### src/rtl/prim_clock_gate_ctrl_if.sv
// ============================================================================
// Module      : prim_clock_gate_ctrl_if
// Description : Control/status bundle between the idle-detect gate controller
//               and the logic that drives activity and consumes the gate enable.
// Revision    : 1.0
// ============================================================================
`default_nettype none

interface prim_clock_gate_ctrl_if;
    logic        enable_i;
    logic        busy_i;
    logic        wake_i;
    logic        en_o;
    logic        ready_o;
    logic        gated_o;
    logic [15:0] gate_events_o;

    modport master (
        output enable_i,
        output busy_i,
        output wake_i,
        input  en_o,
        input  ready_o,
        input  gated_o,
        input  gate_events_o
    );

    modport slave (
        input  enable_i,
        input  busy_i,
        input  wake_i,
        output en_o,
        output ready_o,
        output gated_o,
        output gate_events_o
    );
endinterface

`default_nettype wire

### src/rtl/prim_clock_gate_ctrl.sv
// ============================================================================
// Module      : prim_clock_gate_ctrl
// Description : Drops the clock-gate enable after IdleCycles consecutive idle
//               cycles and re-enables it on wake, holding ready low for
//               WakeCycles cycles while the gated clock settles.
// Revision    : 1.0
// ============================================================================
`default_nettype none

module prim_clock_gate_ctrl #(
    parameter int unsigned IdleCycles = 16,
    parameter int unsigned WakeCycles = 2,
    parameter int unsigned CntW =
        $clog2(((IdleCycles > WakeCycles) ? IdleCycles : WakeCycles) + 1)
) (
    input  wire logic               clk_i,
    input  wire logic               rst_i,
    prim_clock_gate_ctrl_if.slave   gc
);

    typedef enum logic [1:0] {
        ST_RUN       = 2'd0,
        ST_IDLE_WAIT = 2'd1,
        ST_GATED     = 2'd2,
        ST_WAKE      = 2'd3
    } state_e;

    localparam logic [CntW-1:0] c_IDLE_LAST  = CntW'(IdleCycles - 1);
    localparam logic [CntW-1:0] c_WAKE_LAST  = CntW'(WakeCycles - 1);
    localparam logic [15:0]     c_EVENTS_MAX = 16'hFFFF;

    state_e            state_q, state_d;
    logic [CntW-1:0]   cnt_q, cnt_d;
    logic              en_q, ready_q, gated_q;
    logic [15:0]       gate_events_q;
    logic              w_idle;
    logic              w_gate_entry;

    assign w_idle = gc.enable_i & ~gc.busy_i & ~gc.wake_i;

    always_comb begin
        state_d      = state_q;
        cnt_d        = cnt_q;
        w_gate_entry = 1'b0;
        unique case (state_q)
            ST_RUN: begin
                if (w_idle) begin
                    state_d = ST_IDLE_WAIT;
                    cnt_d   = CntW'(1);
                end else begin
                    cnt_d   = '0;
                end
            end
            ST_IDLE_WAIT: begin
                if (!w_idle) begin
                    state_d = ST_RUN;
                    cnt_d   = '0;
                end else if (cnt_q == c_IDLE_LAST) begin
                    state_d      = ST_GATED;
                    cnt_d        = '0;
                    w_gate_entry = 1'b1;
                end else begin
                    cnt_d   = cnt_q + 1'b1;
                end
            end
            ST_GATED: begin
                if (gc.wake_i | gc.busy_i | ~gc.enable_i) begin
                    state_d = ST_WAKE;
                    cnt_d   = '0;
                end
            end
            ST_WAKE: begin
                // Inputs are deliberately ignored: a started wake always finishes.
                if (cnt_q == c_WAKE_LAST) begin
                    state_d = ST_RUN;
                    cnt_d   = '0;
                end else begin
                    cnt_d   = cnt_q + 1'b1;
                end
            end
            default: begin
                state_d = ST_RUN;
                cnt_d   = '0;
            end
        endcase
    end

    // Outputs are decoded from the next state so they line up with the state register.
    always_ff @(posedge clk_i) begin
        if (rst_i) begin
            state_q       <= ST_RUN;
            cnt_q         <= '0;
            en_q          <= 1'b1;
            ready_q       <= 1'b1;
            gated_q       <= 1'b0;
            gate_events_q <= '0;
        end else begin
            state_q <= state_d;
            cnt_q   <= cnt_d;
            en_q    <= (state_d != ST_GATED);
            ready_q <= (state_d == ST_RUN) || (state_d == ST_IDLE_WAIT);
            gated_q <= (state_d == ST_GATED);
            if (w_gate_entry && (gate_events_q != c_EVENTS_MAX)) begin
                gate_events_q <= gate_events_q + 16'd1;
            end
        end
    end

    assign gc.en_o          = en_q;
    assign gc.ready_o       = ready_q;
    assign gc.gated_o       = gated_q;
    assign gc.gate_events_o = gate_events_q;

endmodule

`default_nettype wire

### src/flat_wrapper.sv
// flat-port wrapper written by rule: the top's interface ports become plain ports
module prim_clock_gate_ctrl_flat 
#(
    parameter int unsigned IdleCycles = 16,
    parameter int unsigned WakeCycles = 2,
    parameter int unsigned CntW =
        $clog2(((IdleCycles > WakeCycles) ? IdleCycles : WakeCycles) + 1)
)
  (clk_i, rst_i, gc_enable_i, gc_busy_i, gc_wake_i, gc_en_o, gc_ready_o, gc_gated_o, gc_gate_events_o);
  prim_clock_gate_ctrl_if gc_i ();
  input  wire logic clk_i;
  input  wire logic rst_i;
  input wire logic [$bits(gc_i.enable_i)-1:0] gc_enable_i;
  input wire logic [$bits(gc_i.busy_i)-1:0] gc_busy_i;
  input wire logic [$bits(gc_i.wake_i)-1:0] gc_wake_i;
  output wire logic [$bits(gc_i.en_o)-1:0] gc_en_o;
  output wire logic [$bits(gc_i.ready_o)-1:0] gc_ready_o;
  output wire logic [$bits(gc_i.gated_o)-1:0] gc_gated_o;
  output wire logic [$bits(gc_i.gate_events_o)-1:0] gc_gate_events_o;
  assign gc_i.enable_i = gc_enable_i;
  assign gc_i.busy_i = gc_busy_i;
  assign gc_i.wake_i = gc_wake_i;
  assign gc_en_o = gc_i.en_o;
  assign gc_ready_o = gc_i.ready_o;
  assign gc_gated_o = gc_i.gated_o;
  assign gc_gate_events_o = gc_i.gate_events_o;
  prim_clock_gate_ctrl #(.IdleCycles(IdleCycles), .WakeCycles(WakeCycles), .CntW(CntW)) u_core (.clk_i(clk_i), .rst_i(rst_i), .gc(gc_i));
endmodule
### config.mk
export PLATFORM = sky130hd
export DESIGN_NAME = prim_clock_gate_ctrl_flat
export DESIGN_NICKNAME = d
export VERILOG_FILES = /design/src/rtl/prim_clock_gate_ctrl_if.sv /design/src/rtl/prim_clock_gate_ctrl.sv /design/src/flat_wrapper.sv
export SDC_FILE = /design/constraint.sdc
export NUM_CORES = 1
export LEC_CHECK = 0
export CAP_MARGIN = 25
export CORE_AREA = 10 10 74 76
export CTS_CLUSTER_DIAMETER = 30
export DETAILED_ROUTE_END_ITERATION = 6
export DIE_AREA = 0 0 84 86
export DONT_BUFFER_PORTS = 1
export GPL_TIMING_DRIVEN = 0
export HOLD_SLACK_MARGIN = 0.05
export SLEW_MARGIN = 20
export SYNTH_ARGS = -nofsm -noshare
export SYNTH_HDL_FRONTEND = slang
export SYNTH_SLANG_ARGS = --single-unit
### constraint.sdc
create_clock -name clk_i -period 6.75 [get_ports clk_i]
set_input_delay 0.675 -clock clk_i [delete_from_list [all_inputs] [get_ports clk_i]]
set_output_delay 0.675 -clock clk_i [all_outputs]
set_load 0.05 [all_outputs]
## After elaboration in Yosys (flattened, before gate mapping)

Cells that the tools add are included.

| operators by class | value |
|---|---|
| $add $sub $neg | 2 |
| equality and inequality tests | 10 |
| muxes and demuxes | 15 |
| bitwise operators | 7 |
| reductions and logical operators | 4 |

Operators by type and width:

| kind | number |
|---|---|
| $mux W5 | 4 |
| $pmux W5 S4 | 1 |
| $add A16 B1 Y16 const B | 1 |
| $ne A16 B16 Y1 const B | 1 |
| $mux W2 | 5 |
| $pmux W2 S4 | 1 |
| $eq A2 B2 Y1 const B | 3 |
| $add A5 B1 Y5 const B | 1 |
| $eq A5 B1 Y1 const B | 1 |
| $eq A5 B4 Y1 const B | 1 |
| $eq A2 B1 Y1 const B | 2 |
| $logic_not A2 Y1 | 2 |
| $mux W1 | 4 |
| $not A1 Y1 | 3 |
| $and A1 B1 Y1 | 2 |
| $ne A2 B1 Y1 const B | 1 |
| $ne A2 B2 Y1 const B | 1 |
| $or A1 B1 Y1 | 2 |
| $logic_and A1 B1 Y1 | 1 |
| $logic_or A1 B1 Y1 | 1 |

| storage, ports and cells | value |
|---|---|
| register bits | 26 |
| bits of input ports | 5 |
| logic and storage cells | 44 |

## Depth between registers and ports, before layout

| depth | value |
|---|---|
| word-level depth | 7 |
| depth in mapped cells | 8 |
| mapped depth without buffers | 7 |

## Worst setup path before layout

No wires, ideal clock.

| timing | value |
|---|---|
| kind | in2reg |
| from | in gc_busy_i |
| to | reg u_core.gate_events_q[5], in the netlist u_core.gc.gate_events_o[5] |
| arrival | 2.234 ns |
| path slack | 4.445 ns |
| cell stages on the path | 6 |
| buffers on the path | 2 |
| cell sequence | or3b_1 buf_2 or3_1 clkbuf_2 or4_1 a21oi_1 |

| between the ends | value |
|---|---|
| cells in the longest elaborated chain, start to end | 6 |

RTL lines:

| element | line | RTL |
|---|---|---|
| from (decl) | flat_wrapper.sv:14 | `input wire logic [$bits(gc_i.busy_i)-1:0] gc_busy_i;` |
| $not A1 Y1 | prim_clock_gate_ctrl.sv:39 | `assign w_idle = gc.enable_i & ~gc.busy_i & ~gc.wake_i;` |
| $and A1 B1 Y1 (2 in series) | prim_clock_gate_ctrl.sv:39 |  |
| $mux W1 | prim_clock_gate_ctrl.sv:55 | `if (!w_idle) begin` |
| $mux W1 | prim_clock_gate_ctrl.sv:45 | `unique case (state_q)` |
| $logic_and A1 B1 Y1 | prim_clock_gate_ctrl.sv:103 | `if (w_gate_entry && (gate_events_q != c_EVENTS_MAX)) begin` |
| to (signal assigned) | prim_clock_gate_ctrl.sv:104 | `gate_events_q <= gate_events_q + 16'd1;` |
| to (decl) | prim_clock_gate_ctrl.sv:35 | `logic [15:0] gate_events_q;` |

Every way passes these cells.
A chain may end at the register's enable or synchronous reset.

## Worst setup path after layout

| timing | value |
|---|---|
| from | reg u_core.gate_events_q[7], in the netlist u_core.gc.gate_events_o[7] |
| to | reg u_core.gate_events_q[0], in the netlist u_core.gc.gate_events_o[0] |

| between the ends | value |
|---|---|
| cells in the longest elaborated chain, start to end | 2 |

RTL lines:

| element | line |
|---|---|
| $ne A16 B16 Y1 | prim_clock_gate_ctrl.sv:103 |
| $logic_and A1 B1 Y1 | prim_clock_gate_ctrl.sv:103 |

Every way passes these cells.

==> impl_results.md <==
- Clock skew: roughly 8.1 ps
- Total Nets Final: roughly 180
- HPWL Detailed: about 2500 microns
- Ys flop type: dfxtp_1
- First-pass GRT wire length: ~5700 microns
- Crit Reg-Reg Endpoint: u_core.gc.gate_events_o[0]
- Vias in the first global route: between 1,000 and 1,500
- PortBufs: 0
- Clock tree buffer depth: 2
- WL final: 3350 microns
- Synthesized netlist cell count: roughly 160
- Dominant cells by area after synthesis: dfxtp_1 (38%), ha_1 (4.6%), a21oi_1 (4.4%)
- Top cell type's share of synthesized area: a little under two fifths
- Antenna violations before repair: 0
- Tmin final: between 2000 and 3000 ps
- R2r setup slk: approximately 4200 ps
- Synth Cell Area: 1360 sq um
- Clock root buffer: clkbuf_8
- Synth Net Count: ~170
- Total Power: about 0.26 mW
- Reg-to-reg critical path startpoint: u_core.gc.gate_events_o[7]
- # diodes: 0
- Distinct cells, synth: 46
- Drt wl/cell: 15.5 microns
- Startpoint class of the critical path: flop
- Kind of critical path: reg2reg
- Via count: between 1,000 and 1,500
- CP arrival: roughly 2800 ps
- Non-Filler Instances: 216
- Worst setup slack after layout: ~4200 ps
- Clock-pin slew on the worst setup and hold paths: 90 ps
- Hold Buf Count CTS: 0
- YS warnings: 0
- Cell row count: 23
- Layout cell share with drive strength beyond 1: 7.83%
- ANT nets after route: 0
- Relative slew slack: between 40 and 50%
- Max Transition Viols Final: 0
- Hold Violations, Final: 0
- Fin area: ~1500 sq um
- DRT Pass-1 Iters: 4
- Post-CTS setup buffer count: 0
- Hold Crit Class: reg2reg
- Post-synth EDFFs: 0
- Count leader, synth: dfxtp_1
- Initial core utilization: between 30% and 40%
- Yosys reg bits: 26
- End of the critical path: u_core.gc.gate_events_o[0]
- RSZ-0062 raised after global routing: false
- Leakage power: between 0.4 and 0.5 nW
- Peak supply drop: 0.000122 V
- Inserted Clock Buffers: 3
- Die area: 7220 sq um
- DP Worst Slack: about 4200 ps
- Number of remaining DRC errors: 0
- Die height: around 86 microns
- Via density: 5.88
- CP Launch Point: u_core.gc.gate_events_o[7]
- Die X: 84 microns
- Resized cells post-CTS: 0
- CTS tree: done
- GPL Wtd Cong: 0.819
- Clock latency on the worst-skew pair: 270 ps
- Synth area leader: dfxtp_1
- PD cells: between 150 and 200 nW/um^2
- Period utilisation layout: 38.3%
- Num ports: 24
- # setup viols final: 0
- Post-route setup TNS: 0 ps
- Placed cells: about 210
- Post-synthesis sequential area ratio: between 30% and 40%
- Post-DP Area: 1420 sq um
- Final design utilization: a little under two fifths
- Status: finished, final reports clean
- Synth cell count leaders: dfxtp_1 (26), nand2_1 (15), nor2_1 (14), a21oi_1 (12), or4_1 (8)
- Grt ovf: 0
- Max-cap violations: 0
- Clock Sinks: 26
- Pin count of the biggest net entering global routing: 15
- Fin Hold WS: between 500 and 600 ps
- Syn_area_per_cell: around 8.4 sq um
- GRT Overall Usage: a little under a tenth
- Core Region: between 3000 and 4000 sq um
- H-Tree Depth: 1
- # fillers: around 400
- Fmax: between 300 and 400 MHz
- FF-to-FF path depth: 5
- Initial drt markers: approximately 120
- Ys async rst share: 0%
- Worst-margin pin slew: 848 ps
- Area grow syn2layout: 8.66%
- Critical Path Fanout Max: 8
- Kind of end point of the critical path: flop
- CP required: approximately 7000 ps
cell families (layout without fill, tap and decap cells):
group | count (synthesis) | in the layout | synth area share (%)
buffers and inverters | 14 | 18 | 4.06
AO/OA/AOI/OAI | 36 | 36 | 17.8
adder cells (fa/ha/maj) | 5 | 5 | 4.61
multiplexers | 3 | 3 | 2.40
AND/OR/NAND/NOR | 77 | 77 | 32.2
flip-flops | 26 | 26 | 38.3
XOR/XNOR | 1 | 1 | 0.645
cell type report:
class | count | area [sq um] | area share [%]
Clock buffer | 4 | 55.1 | 3.73
Inverter | 7 | 26.3 | 1.78
Multi-Input combinational cell | 122 | 782 | 53.0
Tap cell | 50 | 62.6 | 4.24
Buffer | 7 | 28.8 | 1.95
Sequential cell | 26 | 520 | 35.3
per-layer routing:
layer  vias to the layer above  wire length (microns)  track usage [%]
met5                         -                      0                0
met4                         0                     19             1.37
met3                         2                    276             3.69
met2                        42                   1620             16.2
met1                       609                   1440             10.2
li1                        618                      -                -
layout by cell type, fill, tap and decap left out, drive strengths merged, types with 3 or more instances in the layout:
| master | instances |
|---|---|
| inv | 7 |
| o21ai | 3 |
| nor2b | 3 |
| or4 | 8 |
| ha | 5 |
| dfxtp | 26 |
| nand3 | 6 |
| nor4 | 3 |
| nor3b | 4 |
| o31ai | 6 |
| nand2 | 15 |
| clkbuf | 10 |
| nand4 | 5 |
| and3 | 4 |
| nor2 | 14 |
| a21oi | 12 |
flip-flops by register name, summed over array words and instances, names as in the netlist:
register and flops:
u_core.gc.gate_events_o 16, u_core.cnt_q 5, u_core.state_q 2, u_core.gc.en_o 1
u_core.gc.gated_o 1, u_core.gc.ready_o 1
worst min-delay path by stage:
stage	startpoint	to	slack [ps]	depth (start not counted)
floorplan	u_core.cnt_q[4]	u_core.cnt_q[4]	470	2
global placement	u_core.cnt_q[3]	u_core.cnt_q[3]	480	2
detailed placement	u_core.cnt_q[4]	u_core.cnt_q[4]	500	2
CTS	u_core.cnt_q[4]	u_core.cnt_q[4]	510	2
global route	u_core.cnt_q[4]	u_core.cnt_q[4]	550	2
finish	u_core.cnt_q[4]	u_core.cnt_q[4]	510	2
critical path: stages, from the launching register on:
cell and delay, ps:
dfxtp_1 660, clkbuf_1 300, nand4_1 260, nor4_1 790, nor2_1 160, mux2_2 310
report_power, final:
| group | leakage, nW | switching [mW] | internal [mW] | total, mW |
|---|---|---|---|---|
| combinational | 0.234 | 0.00472 | 0.00224 | 0.00696 |
| clock | 0.0288 | 0.0495 | 0.0522 | 0.102 |
| sequential | 0.210 | 0.000276 | 0.154 | 0.154 |
| total | 0.472 | 0.0545 | 0.208 | 0.263 |
(Power assumes the default switching activity.)
